<file path="src/rtl/pipeline_stall_controller.sv">
// rtl/pipeline_stall_controller.sv - stall/flush sequencer for the 5-stage pipeline
//
// Purpose: detects RAW hazards between ID sources and EXE/MEM destinations
// (full interlock, or load-use only when forwarding is active), freezes the
// whole pipeline for MEM_WAIT cycles per data-memory access, flushes on
// taken branches and counts stalled cycles.
//
// Ports:
//   clk, rst                  clock, synchronous active-high reset
//   src1, src2, two_src       ID-stage source registers / src2 is read
//   exe_dest, exe_wb_en,
//   exe_mem_r_en              EXE destination, writeback, load flag
//   mem_dest, mem_wb_en       MEM destination, writeback
//   fwd_en                    forwarding unit active
//   mem_req                   MEM-stage load/store
//   branch_taken              EXE resolves a taken branch
//   hazard                    bubble ID/EXE control
//   freeze_front              hold PC and IF/ID
//   freeze_all                hold PC and every pipeline register
//   flush                     clear IF/ID and ID/EXE
//   sram_start, mem_ready     SRAM access start / completion pulses
//   stall_cnt                 saturating count of stalled cycles

module pipeline_stall_controller #(
  parameter int MEM_WAIT = 4,
  parameter int CNT_W    = 16
) (
  input  logic             clk,
  input  logic             rst,
  input  logic [3:0]       src1,
  input  logic [3:0]       src2,
  input  logic             two_src,
  input  logic [3:0]       exe_dest,
  input  logic             exe_wb_en,
  input  logic             exe_mem_r_en,
  input  logic [3:0]       mem_dest,
  input  logic             mem_wb_en,
  input  logic             fwd_en,
  input  logic             mem_req,
  input  logic             branch_taken,
  output logic             hazard,
  output logic             freeze_front,
  output logic             freeze_all,
  output logic             flush,
  output logic             sram_start,
  output logic             mem_ready,
  output logic [CNT_W-1:0] stall_cnt
);

  localparam int CW = (MEM_WAIT > 2) ? $clog2(MEM_WAIT) : 1;
  localparam logic [CW-1:0] CNT_LOAD = CW'(MEM_WAIT - 1);
  localparam logic [CW-1:0] CNT_ONE  = CW'(1);

  typedef enum logic [1:0] {
    S_IDLE   = 2'd0,
    S_ACCESS = 2'd1,
    S_DONE   = 2'd2
  } state_e;

  state_e           state_q, state_d;
  logic [CW-1:0]    cnt_q, cnt_d;
  logic [CNT_W-1:0] stall_cnt_q, stall_cnt_d;

  logic m_exe1, m_exe2, m_mem1, m_mem2;
  logic raw_hazard;

  // r0 is an ordinary register here, so a match on 4'd0 counts.
  assign m_exe1 = exe_wb_en & (src1 == exe_dest);
  assign m_exe2 = exe_wb_en & two_src & (src2 == exe_dest);
  assign m_mem1 = mem_wb_en & (src1 == mem_dest);
  assign m_mem2 = mem_wb_en & two_src & (src2 == mem_dest);

  // With forwarding only a load in EXE cannot be bypassed in time.
  assign raw_hazard = fwd_en ? (exe_mem_r_en & (m_exe1 | m_exe2))
                             : (m_exe1 | m_exe2 | m_mem1 | m_mem2);

  always_comb begin
    state_d      = state_q;
    cnt_d        = cnt_q;
    freeze_all   = 1'b0;
    sram_start   = 1'b0;
    mem_ready    = 1'b0;
    hazard       = 1'b0;
    flush        = 1'b0;
    freeze_front = 1'b0;

    case (state_q)
      S_IDLE: begin
        if (mem_req) begin
          freeze_all = 1'b1;
          sram_start = 1'b1;
          cnt_d      = CNT_LOAD;
          state_d    = S_ACCESS;
        end
      end
      S_ACCESS: begin
        freeze_all = 1'b1;
        if (cnt_q == CNT_ONE) begin
          state_d = S_DONE;
        end else begin
          cnt_d = cnt_q - CNT_ONE;
        end
      end
      S_DONE: begin
        // mem_req still reflects the completing instruction; ignore it.
        mem_ready = 1'b1;
        state_d   = S_IDLE;
      end
      default: begin
        state_d = S_IDLE;
      end
    endcase

    // A branch held in the frozen EXE register flushes once released;
    // the ID instruction it kills cannot raise a hazard.
    flush        = branch_taken & ~freeze_all;
    hazard       = raw_hazard & ~branch_taken & ~freeze_all;
    freeze_front = hazard | freeze_all;

    if (rst) begin
      freeze_all   = 1'b0;
      sram_start   = 1'b0;
      mem_ready    = 1'b0;
      hazard       = 1'b0;
      flush        = 1'b0;
      freeze_front = 1'b0;
    end
  end

  always_comb begin
    stall_cnt_d = stall_cnt_q;
    if (freeze_front && (stall_cnt_q != {CNT_W{1'b1}})) begin
      stall_cnt_d = stall_cnt_q + {{(CNT_W-1){1'b0}}, 1'b1};
    end
  end

  always_ff @(posedge clk) begin
    if (rst) begin
      state_q     <= S_IDLE;
      cnt_q       <= '0;
      stall_cnt_q <= '0;
    end else begin
      state_q     <= state_d;
      cnt_q       <= cnt_d;
      stall_cnt_q <= stall_cnt_d;
    end
  end

  assign stall_cnt = stall_cnt_q;

endmodule

</file>
<file path="config.mk">
export PLATFORM = sky130hd
export DESIGN_NAME = pipeline_stall_controller
export DESIGN_NICKNAME = d
export VERILOG_FILES = /design/src/rtl/pipeline_stall_controller.sv
export SDC_FILE = /design/constraint.sdc
export NUM_CORES = 1
export LEC_CHECK = 0
export ABC_AREA = 0
export CAP_MARGIN = 10
export CORE_MARGIN = 1
export CORE_UTILIZATION = 43
export DETAILED_ROUTE_END_ITERATION = 12
export GPL_TIMING_DRIVEN = 0
export HOLD_SLACK_MARGIN = 0.08
export PLACE_DENSITY = 0.78
export RECOVER_POWER = 100
export SYNTH_ARGS = -nofsm -noshare
export SYNTH_HDL_FRONTEND = slang
export SYNTH_SLANG_ARGS = --single-unit
</file>
<file path="constraint.sdc">
create_clock -name clk -period 2.3 [get_ports clk]
set_clock_uncertainty 0.2 [all_clocks]
set_input_delay 0.46 -clock clk [delete_from_list [all_inputs] [get_ports clk]]
set_output_delay 0.46 -clock clk [all_outputs]
set_load 0.01 [all_outputs]
</file>
==> results of run 1 <==
-- report_power, final --
part	leakage (nW)	internal [W]	switching (W)
logic	0.575	0.0000995	0.0000951
registers	0.162	0.000357	0.0000131
clock network	0.0138	0.0000610	0.000102
total	0.751	0.000518	0.000210
-- per-stage QoR --
step	std cells	util, %	cell area [sq um]	setup TNS (ns)	power, W
CTS	226	68.8	1750	-0.869	0.000709
floorplan	144	-	1200	0	0.000458
finish	230	72.0	1830	-2.27	0.000727
detailed placement	220	66.6	1690	-12.22	0.000548
global route	230	72.0	1830	-3.63	0.000771
global placement	220	66.6	1690	-11.57	0.000541
-- registers in the layout (all words and copies together) (netlist names) --
signal,flops
state_q,2
cnt_q,2
stall_cnt,16
-- cell families after synthesis --
| kind of cell | count (synthesis) | synth area share [%] |
|---|---|---|
| simple gates | 58 | 27.0 |
| compound gates | 33 | 18.6 |
| flops | 20 | 33.5 |
| xor+xnor | 17 | 12.4 |
| buf+inv | 11 | 3.66 |
| mux | 3 | 2.72 |
| fa+ha+maj | 2 | 2.09 |
-- layer usage --
layer / track usage [%] / share of wire [%] / up-vias / wire length, um
li1: - / - / 652 / -
met2: 39.6 / 51 / 26 / 1850
met4: 5.56 / 0.53 / 0 / 19
met5: 0 / 0 / - / 0
met3: 5.83 / 2.6 / 4 / 95
met1: 31.5 / 46 / 625 / 1640
-- cell usage in the layout (no fill, tap or decap), types with 2 or more instances in the layout --
cell type        netlist  routed
dfxtp_1               20      20
dlygate4sd3_1          0      16
xor2_1                15      14
a21oi_1               12      11
nor2_1                10       9
nand3_1                9       7
buf_4                  0       7
inv_1                  6       6
clkbuf_2               0       6
buf_2                  2       6
buf_6                  0       5
o31ai_1                6       5
dlygate4sd2_1          0       5
nand2_1                4       4
or4_1                  5       4
o21ai_0                4       4
or3_1                  4       4
nor3_2                 0       3
and3_1                 4       3
clkbuf_1               3       3
clkbuf_4               0       3
clkdlybuf4s50_1        0       3
clkdlybuf4s15_1        0       3
xnor2_1                2       2
nand3_2                0       2
or2_4                  0       2
clkbuf_8               0       2
nand4_1                2       2
nor2b_1                3       2
nor3_1                 5       2
a311oi_1               2       2
o41ai_1                2       2
mux2_2                 2       2
ha_1                   2       2
-- worst max-delay path, delay by kind of cell --
| kind | cells | cell delay [ns] |
|---|---|---|
| and+or+nand+nor | 3 | 0.50 |
| AOI/OAI and AO/OA | 2 | 0.38 |
| buffers and inverters | 2 | 0.32 |
| xor gates and xnor gates | 1 | 0.26 |
-- worst min path at each step --
stage / start / endpoint / slack [ns] / depth (start not counted)
final: stall_cnt[7] / stall_cnt[7] / 0.31 / 2
after global routing: stall_cnt[7] / stall_cnt[7] / 0.33 / 2
after CTS: stall_cnt[7] / stall_cnt[7] / 0.31 / 2
after detailed placement: stall_cnt[7] / stall_cnt[7] / 0.29 / 2
after global placement: stall_cnt[7] / stall_cnt[7] / 0.28 / 2
after floorplan: state_q[1] / state_q[1] / 0.27 / 1
-- area by class of cell --
class	instances	area (sq um)
Sequential cell	20	400
Timing Repair Buffer	53	449
Clock buffer	3	22.5
Buffer	5	50.0
Fill cell	203	713
Tap cell	30	37.5
Inverter	6	22.5
Multi-Input combinational cell	113	850
-- timing repair --
action | 4_1_cts | 5_1_grt
gates resized for setup | 75 | 39
pin swaps | 14 | 15
setup buffers | 3 | 3
endpoints found under the hold margin | 0 | 0
cloned | 0 | 1
setup endpoints to repair | 21 | 20
==> key figures, run 1 <==
Worst setup path
  • WP data required: between 1.5 and 2 ns
  • Worst EP arrival: between 1.5 and 2 ns
  • Startpoint Class: primary input
  • CP Cell Sequence: clkdlybuf4s15_1 > xor2_1 > nor3_2 > a32oi_2 > a31oi_4 > or2_4 > and2_4 > buf_6
  • Critical path peak fanout: 3
  • Reg-to-Reg End: stall_cnt[8]
  • Worst setup endpoint: freeze_front
  • R2R setup slack: -0.04 ns
  • Reg2reg start: stall_cnt[4]
  • R2R depth: 8
  • Critical path type: primary input to output port
  • Slowest stage cell, crit path: xor2_1
  • Crit path from: src2[0]
  • Critical path endpoint category: output port
  • Worst path max stage delay: about 0.26 ns

Hold path
  • Hold Path Class: flop to flop

Outcome
  • Failing checks: negative setup slack
  • Status: complete, but fails checks

STA
  • Worst slew margin: roughly 69%
  • RSZ-0062 raised after global routing: true
  • Tcrit/Tclk final: 112%
  • Worst hold slack: about 0.31 ns
  • Worst slew pin tran: about 0.47 ns
  • F_max: about 0.39 GHz
  • Final Critical Period: around 2.6 ns
  • Final setup violation count: 17
  • Hold Vio Cnt, Final: 0
  • Pins Over Slew Limit: 0
  • Setup ws final: -0.287 ns

Detailed routing
  • Vias per cell: 5.68
  • Routed WL: about 3.6 mm
  • Antenna-violating nets left: 0
  • DRT Pass-1 Iters: 4
  • DRT iter0 DRCs: 14
  • DR WL/cell: 15.7 um
  • Vias: ~1,300
  • DRC: 0

Yosys
  • Asr flop ratio synth: 0%
  • Most frequent cell after synthesis: dfxtp_1
  • Area leader, netlist: dfxtp_1
  • Top cells by count, synth: 20 x dfxtp_1, 15 x xor2_1, 12 x a21oi_1
  • Net count after synthesis: between 150 and 200
  • Syn_area_per_cell: between 8 and 9 sq um
  • Seq cells post-synth: 20
  • Post-Syn Instances: 144
  • Ys flop type: dfxtp_1
  • Largest cells by area after synthesis: dfxtp_1 33%, xor2_1 11%, a21oi_1 5.0%
  • Top cell type's share of synthesized area: between 30% and 40%
  • Synth Warn #: 0
  • Seq/Total Area, Yosys: between 30% and 40%
  • Mapped Area: 1200 sq um
  • EDFF count, synth: 0
  • Synth unique cells: 36

GRT
  • First-pass GRT wire length: approximately 5 mm
  • Largest net degree at the start of global routing: 11
  • Vias in the first global route: 1,175
  • GR Overflow Total: 0
  • Total track usage: approximately a quarter
  • Initial antenna violation count: 0

Die
  • Die Width: roughly 55 um
  • Die H: 54.7 um
  • Starting Density: 47.0%
  • # rows: 18
  • Die Area: ~3000 sq um
  • Io pins: 47
  • Core area: around 2500 sq um

Clock tree
  • Total CTS buffers: 3
  • CTS tree: yes
  • Clock Tree Root: clkbuf_4
  • Hold-fix buffers, CTS: 0
  • Clk slew on worst S/H paths: around 0.1 ns
  • H-tree depth: 1
  • CTS sink cnt: 20
  • Clock buffer depth: 2
  • Clk_lat worst skew: around 0.3 ns

Power and ir drop
  • Max IR drop VDD: between 0.0004 and 0.0005 V
  • Cell Pwr Density: approximately 400 nW/um^2
  • LEAKAGE: between 0.7 and 0.8 nW

Flow run
  • Maxcap violations: 0

Placement
  • Post-Place Setup Slack: -0.975 ns
  • Final Wtd Congestion: around 0.80
  • HPWL Detailed: ~2.6 mm
  • IO buf count: 46

Finish
  • Nets: 229
  • Share of cells above drive strength 1: 26.5%
  • Ant. Diodes: 0
  • Post-synthesis to final-layout area growth: 53.1%
Note: power is estimated with default switching activity, not from simulation.
==> inputs of run 2 (changes only) <==
TNS_END_PERCENT = 10   (was not set)
==> key figures, run 2 (synthesis gave the netlist of run 1 again) <==
Outcome
  • Status: complete, but fails checks (unchanged)
  • Failing checks: negative setup slack (unchanged)

Clock tree
  • Hold-fix buffers, CTS: 0 (unchanged)
  • Clock buffer depth: 2 (unchanged)
  • H-tree depth: 1 (unchanged)
  • CTS tree: yes (unchanged)
  • Clk_lat worst skew: 0.30 ns (about the same)
  • CTS sink cnt: 20 (unchanged)
  • Clk slew on worst S/H paths: 0.10 ns (about the same)
  • Total CTS buffers: 3 (unchanged)
  • Clock Tree Root: clkbuf_4 (unchanged)

Worst setup path
  • WP data required: 1.64 ns (about the same)
  • Critical path endpoint category: output port (unchanged)
  • Critical path type: primary input to output port (unchanged)
  • Worst Path Buf+Inv: 2 (unchanged)
  • Critical path peak fanout: 3 (unchanged)
  • Worst path top cell family by delay: simple AND/OR/NAND/NOR gates (unchanged)
  • R2R depth: 5 (was 8)
  • CP Cell Sequence: buf_8 > xor2_1 > nor4_1 > nand3_1 > a31oi_4 > or2_4 > and2_4 > buf_6 (was clkdlybuf4s15_1 > xor2_1 > nor3_2 > a32oi_2 > a31oi_4 > or2_4 > and2_4 > buf_6)
  • Worst path max stage delay: 0.39 ns (was 0.26 ns)
  • Stages on the worst setup path: 8 (unchanged)
  • Startpoint Class: primary input (unchanged)
  • Worst EP arrival: 1.92 ns (was 1.93 ns)
  • Slowest stage cell, crit path: nor4_1 (was xor2_1)

STA
  • Worst slew margin: 72.1% (was 69.0%)
  • F_max: 0.388 GHz (was 0.387 GHz)
  • RSZ-0062 raised after global routing: true (unchanged)
  • Setup ws final: -0.280 ns (was -0.287 ns)
  • Final setup violation count: 16 (was 17)
  • Tcrit/Tclk final: 112% (about the same)
  • Pins Over Slew Limit: 0 (unchanged)
  • Final Critical Period: 2.58 ns (was 2.59 ns)
  • Hold Vio Cnt, Final: 0 (unchanged)
  • Worst slew pin tran: 0.418 ns (was 0.465 ns)

Detailed routing
  • DRT iter0 DRCs: 25 (was 14)
  • DRT Pass-1 Iters: 4 (unchanged)
  • Antenna-violating nets left: 0 (unchanged)
  • Routed WL: 3.42 mm (was 3.61 mm)
  • Vias per cell: 5.68 (about the same)
  • DR WL/cell: 15.1 um (was 15.7 um)
  • DRC: 0 (unchanged)
  • Vias: 1,284 (was 1,307)

Hold path
  • Hold Path Stages: 2 (unchanged)
  • Hold Path Class: flop to flop (unchanged)

Placement
  • IO buf count: 46 (unchanged)
  • Dpl cells: 220 (unchanged)
  • HPWL Detailed: 2.57 mm (unchanged)
  • Final Wtd Congestion: 0.796 (unchanged)

GRT
  • Vias in the first global route: 1,151 (was 1,175)
  • Largest net degree at the start of global routing: 11 (unchanged)
  • GR Overflow Total: 0 (unchanged)
  • First-pass GRT wire length: 4.99 mm (was 5.13 mm)
  • Total track usage: 23.4% (was 24.1%)
  • Initial antenna violation count: 0 (unchanged)

Power and ir drop
  • Cell Pwr Density: 401 nW/um^2 (was 397 nW/um^2)
  • LEAKAGE: 0.736 nW (was 0.751 nW)
  • Max IR drop VDD: 0.000458 V (was 0.000439 V)

Die
  • Core area: 2540 sq um (unchanged)
  • Die H: 54.7 um (unchanged)
  • Io pins: 47 (unchanged)
  • Die Area: 3000 sq um (unchanged)
  • # rows: 18 (unchanged)
  • Die Width: 54.7 um (unchanged)
  • Starting Density: 47.0% (unchanged)

Finish
  • Core Util, Final: 70.7% (was 72.0%)
  • Commonest non-fill, non-tap cell in the layout: dfxtp_1 (unchanged)
  • Nets: 225 (was 229)
  • Layout fillers: 210 (was 203)
  • Post-synthesis to final-layout area growth: 50.5% (was 53.1%)
  • Max reg flops: 16 (unchanged)
  • Share of cells above drive strength 1: 24.0% (was 26.5%)
  • Ant. Diodes: 0 (unchanged)
  • Most frequent cells in the layout: 19 x dfxtp_1, 15 x dlygate4sd3_1, 14 x xor2_1, 11 x a21oi_1, 9 x nor2_1 (was 20 x dfxtp_1, 16 x dlygate4sd3_1, 14 x xor2_1, 11 x a21oi_1, 9 x nor2_1)
  • Non-Filler Instances: 226 (was 230)

Flow run
  • Maxcap violations: 0 (unchanged)
run 2: cell count changes in the layout (fill, tap and decap cells not counted), sizes merged:
cell           previous run  this run
clkdlybuf4s15             3         4
clkbuf                   14        12
buf                      19        14
dlygate4sd3              16        15
dlygate4sd1               0         1
clkdlybuf4s50             3         5
run 2: layout make-up:
type,instances,area [sq um],area share [%]
flip-flops and latches,20,402,22.3
well taps,30,37.5,2.08
multi-input cells,113,837,46.5
inverters,6,22.5,1.25
plain buffers,5,47.5,2.64
clock buffers,3,22.5,1.25
repair buffers,49,432,24.0
run 2: timing repair:
action	4_1_cts	5_1_grt
buffers inserted	2	1
setup endpoints to repair	21	21
pin swaps	14	16
cloned	0	0
resized for setup	72	35
endpoints found under the hold margin	0	0
run 2: per-layer routing:
metal	routed length (um)	GRT usage, %	up-vias
li1	-	-	646
met1	1560	30.7	616
met2	1760	39.0	20
met3	88	5.83	2
met4	10	3.85	0
met5	0	0	-
run 2: worst reg2reg max path, delay by kind of cell, from the launching register on:
kind | cells | cell delay, ns
simple gates | 4 | 1.41
compound gates | 1 | 0.15
flops | 1 | 0.43
run 2: worst paths after layout:
check,start,endpoint,slack [ns]
hold reg to reg,stall_cnt[7],stall_cnt[7],0.31
setup reg to reg,stall_cnt[5],stall_cnt[13],0.06
setup / recovery,src1[2],freeze_front,-0.28
hold / removal,stall_cnt[7],stall_cnt[7],0.31
run 2: through the flow:
stage / area [sq um] / setup TNS, ns / hold WS [ns] / setup WS [ns] / power (W)
floorplan: 1200 / 0 / 0.273 / 0.109 / 0.000458
finish: 1800 / -1.79 / 0.306 / -0.280 / 0.000722
global route: 1800 / -3.23 / 0.333 / -0.343 / 0.000764
CTS: 1730 / -1.02 / 0.308 / -0.233 / 0.000706
detailed placement: 1690 / -12.22 / 0.295 / -0.975 / 0.000548
global placement: 1690 / -11.57 / 0.282 / -0.967 / 0.000541
run 2: power by group:
part	switching, W	leakage (nW)	internal (W)
Combinational	0.0000907	0.559	0.0000978
Clock	0.000103	0.0138	0.0000611
Sequential	0.0000128	0.163	0.000357
Total	0.000206	0.736	0.000516
==> inputs of run 3 (changes only) <==
CTS_CLUSTER_SIZE = 10   (was not set)
PLACE_DENSITY = not set   (was 0.78)
PLACE_DENSITY_LB_ADDON = 0.05   (was not set)
SKIP_CTS_REPAIR_TIMING = 1   (was not set)
==> key figures, run 3 (synthesis gave the netlist of run 1 again) <==
Die
  • Die Area: 3000 sq um (unchanged)
  • Io pins: 47 (unchanged)
  • Die Width: 54.7 um (unchanged)
  • Starting Density: 47.0% (unchanged)
  • Core area: 2540 sq um (unchanged)
  • # rows: 18 (unchanged)
  • Die H: 54.7 um (unchanged)

Worst setup path
  • Critical path type: primary input to output port (unchanged)
  • Startpoint Class: primary input (unchanged)
  • R2R depth: 5 (unchanged)
  • Critical path endpoint category: output port (unchanged)
  • Reg-to-Reg End: stall_cnt[13] (unchanged)
  • R2R setup slack: 0.07 ns (was 0.06 ns)
  • WP data required: 1.64 ns (about the same)
  • Critical path peak fanout: 2 (was 3)
  • Worst EP arrival: 1.89 ns (was 1.92 ns)
  • Reg2reg start: stall_cnt[4] (was stall_cnt[5])

Clock tree
  • Total CTS buffers: 3 (unchanged)
  • H-tree depth: 1 (unchanged)
  • CTS sink cnt: 20 (unchanged)
  • Clk_lat worst skew: 0.31 ns (was 0.30 ns)
  • Clk slew on worst S/H paths: 0.12 ns (was 0.10 ns)
  • Clock Tree Root: clkbuf_4 (unchanged)
  • CTS tree: yes (unchanged)
  • Clock buffer depth: 2 (unchanged)

STA
  • Setup ws final: -0.246 ns (was -0.280 ns)
  • Tcrit/Tclk final: 111% (was 112%)
  • RSZ-0062 raised after global routing: true (unchanged)
  • Pins Over Slew Limit: 0 (unchanged)
  • Worst slew margin: 71.9% (was 72.1%)
  • F_max: 0.393 GHz (was 0.388 GHz)
  • Hold Vio Cnt, Final: 0 (unchanged)
  • Final Critical Period: 2.55 ns (was 2.58 ns)
  • Worst slew pin tran: 0.422 ns (was 0.418 ns)
  • Final setup violation count: 5 (was 16)
  • Setup TNS: -0.403 ns (was -1.79 ns)

Hold path
  • Hold_sp: stall_cnt[10] (was stall_cnt[7])
  • Hold Path Class: flop to flop (unchanged)
  • Hold Path End: stall_cnt[10] (was stall_cnt[7])
  • Hold Path Stages: 2 (unchanged)

Detailed routing
  • DR WL/cell: 14.7 um (was 15.1 um)
  • Vias per cell: 5.70 (was 5.68)
  • DRT Pass-1 Iters: 4 (unchanged)
  • Vias: 1,288 (was 1,284)
  • Routed WL: 3.32 mm (was 3.42 mm)
  • Antenna-violating nets left: 0 (unchanged)
  • DRT iter0 DRCs: 21 (was 25)
  • DRC: 0 (unchanged)

Finish
  • Core Util, Final: 71.2% (was 70.7%)
  • Layout fillers: 201 (was 210)
  • Post-synthesis to final-layout area growth: 51.6% (was 50.5%)
  • Ant. Diodes: 0 (unchanged)
  • Most frequent cells in the layout: 20 x dfxtp_1, 17 x dlymetal6s2s_1, 15 x xor2_1, 15 x dlygate4sd3_1, 12 x a21oi_1 (was 19 x dfxtp_1, 15 x dlygate4sd3_1, 14 x xor2_1, 11 x a21oi_1, 9 x nor2_1)
  • Nets: 224 (was 225)
  • Share of cells above drive strength 1: 17.3% (was 24.0%)
  • Max reg flops: 16 (unchanged)
  • Commonest non-fill, non-tap cell in the layout: dfxtp_1 (unchanged)
  • Non-Filler Instances: 226 (unchanged)

Placement
  • Dpl cells: 220 (unchanged)
  • HPWL Detailed: 2.42 mm (was 2.57 mm)
  • Final Wtd Congestion: 0.767 (was 0.796)
  • IO buf count: 46 (unchanged)
  • Post-Place Setup Slack: -0.953 ns (was -0.975 ns)

GRT
  • Total track usage: 23.0% (was 23.4%)
  • Largest net degree at the start of global routing: 12 (was 11)
  • Vias in the first global route: 1,174 (was 1,151)
  • Initial antenna violation count: 0 (unchanged)
  • First-pass GRT wire length: 4.91 mm (was 4.99 mm)
  • GR Overflow Total: 0 (unchanged)

Outcome
  • Failing checks: negative setup slack (unchanged)
  • Status: complete, but fails checks (unchanged)

Power and ir drop
  • LEAKAGE: 0.869 nW (was 0.736 nW)
  • Max IR drop VDD: 0.000368 V (was 0.000458 V)
  • Cell Pwr Density: 421 nW/um^2 (was 401 nW/um^2)

Flow run
  • Maxcap violations: 0 (unchanged)
[run 3: cell types whose count changed in the layout (fill, tap and decap cells not counted), sizes merged]
cell	previous run	this run
clkdlybuf4s50	5	4
dlygate4sd1	1	0
clkdlybuf4s15	4	0
dlygate4sd2	5	0
buf	14	9
dlymetal6s2s	1	17
[run 3: worst max path at each step]
stage	startpoint	cells past startpoint	endpoint	slack (ns)
5_1_grt	src1[2]	9	freeze_front	-0.32
4_1_cts	exe_dest[3]	8	freeze_front	-0.97
3_3_place_gp	exe_dest[3]	8	freeze_front	-0.95
6_report	mem_wb_en	9	freeze_front	-0.25
3_5_place_dp	exe_dest[3]	8	freeze_front	-0.95
2_1_floorplan	mem_wb_en	6	freeze_front	0.11
[run 3: layout make-up]
cell class,instances,area (sq um),area share (%)
Clock buffer,4,36.3,2.00
Sequential cell,20,400,22.1
Timing Repair Buffer,48,490,27.1
Buffer,5,38.8,2.14
Inverter,6,22.5,1.24
Tap cell,30,37.5,2.07
Multi-Input combinational cell,113,787,43.4
[run 3: metrics by stage]
step / power, W / area [sq um] / hold slack (ns)
after global routing: 0.000796 / 1810 / 0.325
after CTS: 0.000754 / 1730 / 0.304
final: 0.000764 / 1810 / 0.309
after detailed placement: 0.000547 / 1690 / 0.286
after floorplan: 0.000458 / 1200 / 0.273
after global placement: 0.000540 / 1690 / 0.274
[run 3: per-layer routing]
metal	part of all wire (%)	up-vias	track usage (%)
met3	4.9	7	5.56
met5	0	-	0
li1	-	633	-
met1	43	605	27.6
met4	1.7	0	9.40
met2	50	43	38.6
[run 3: power breakdown]
part | switching, W | internal [W] | total, W | leakage (nW)
combinational | 0.0000829 | 0.0000955 | 0.000178 | 0.686
sequential | 0.0000122 | 0.000357 | 0.000370 | 0.162
clock | 0.000119 | 0.0000968 | 0.000216 | 0.0210
total | 0.000214 | 0.000550 | 0.000764 | 0.869
[run 3: critical path: stages]
cell and delay, ns:
dlymetal6s2s_1 0.13, nor2b_2 0.16, and2_1 0.15, a32oi_1 0.20, a31oi_2 0.12, buf_4 0.15, or2_4 0.24, and2_4 0.15
buf_6 0.11
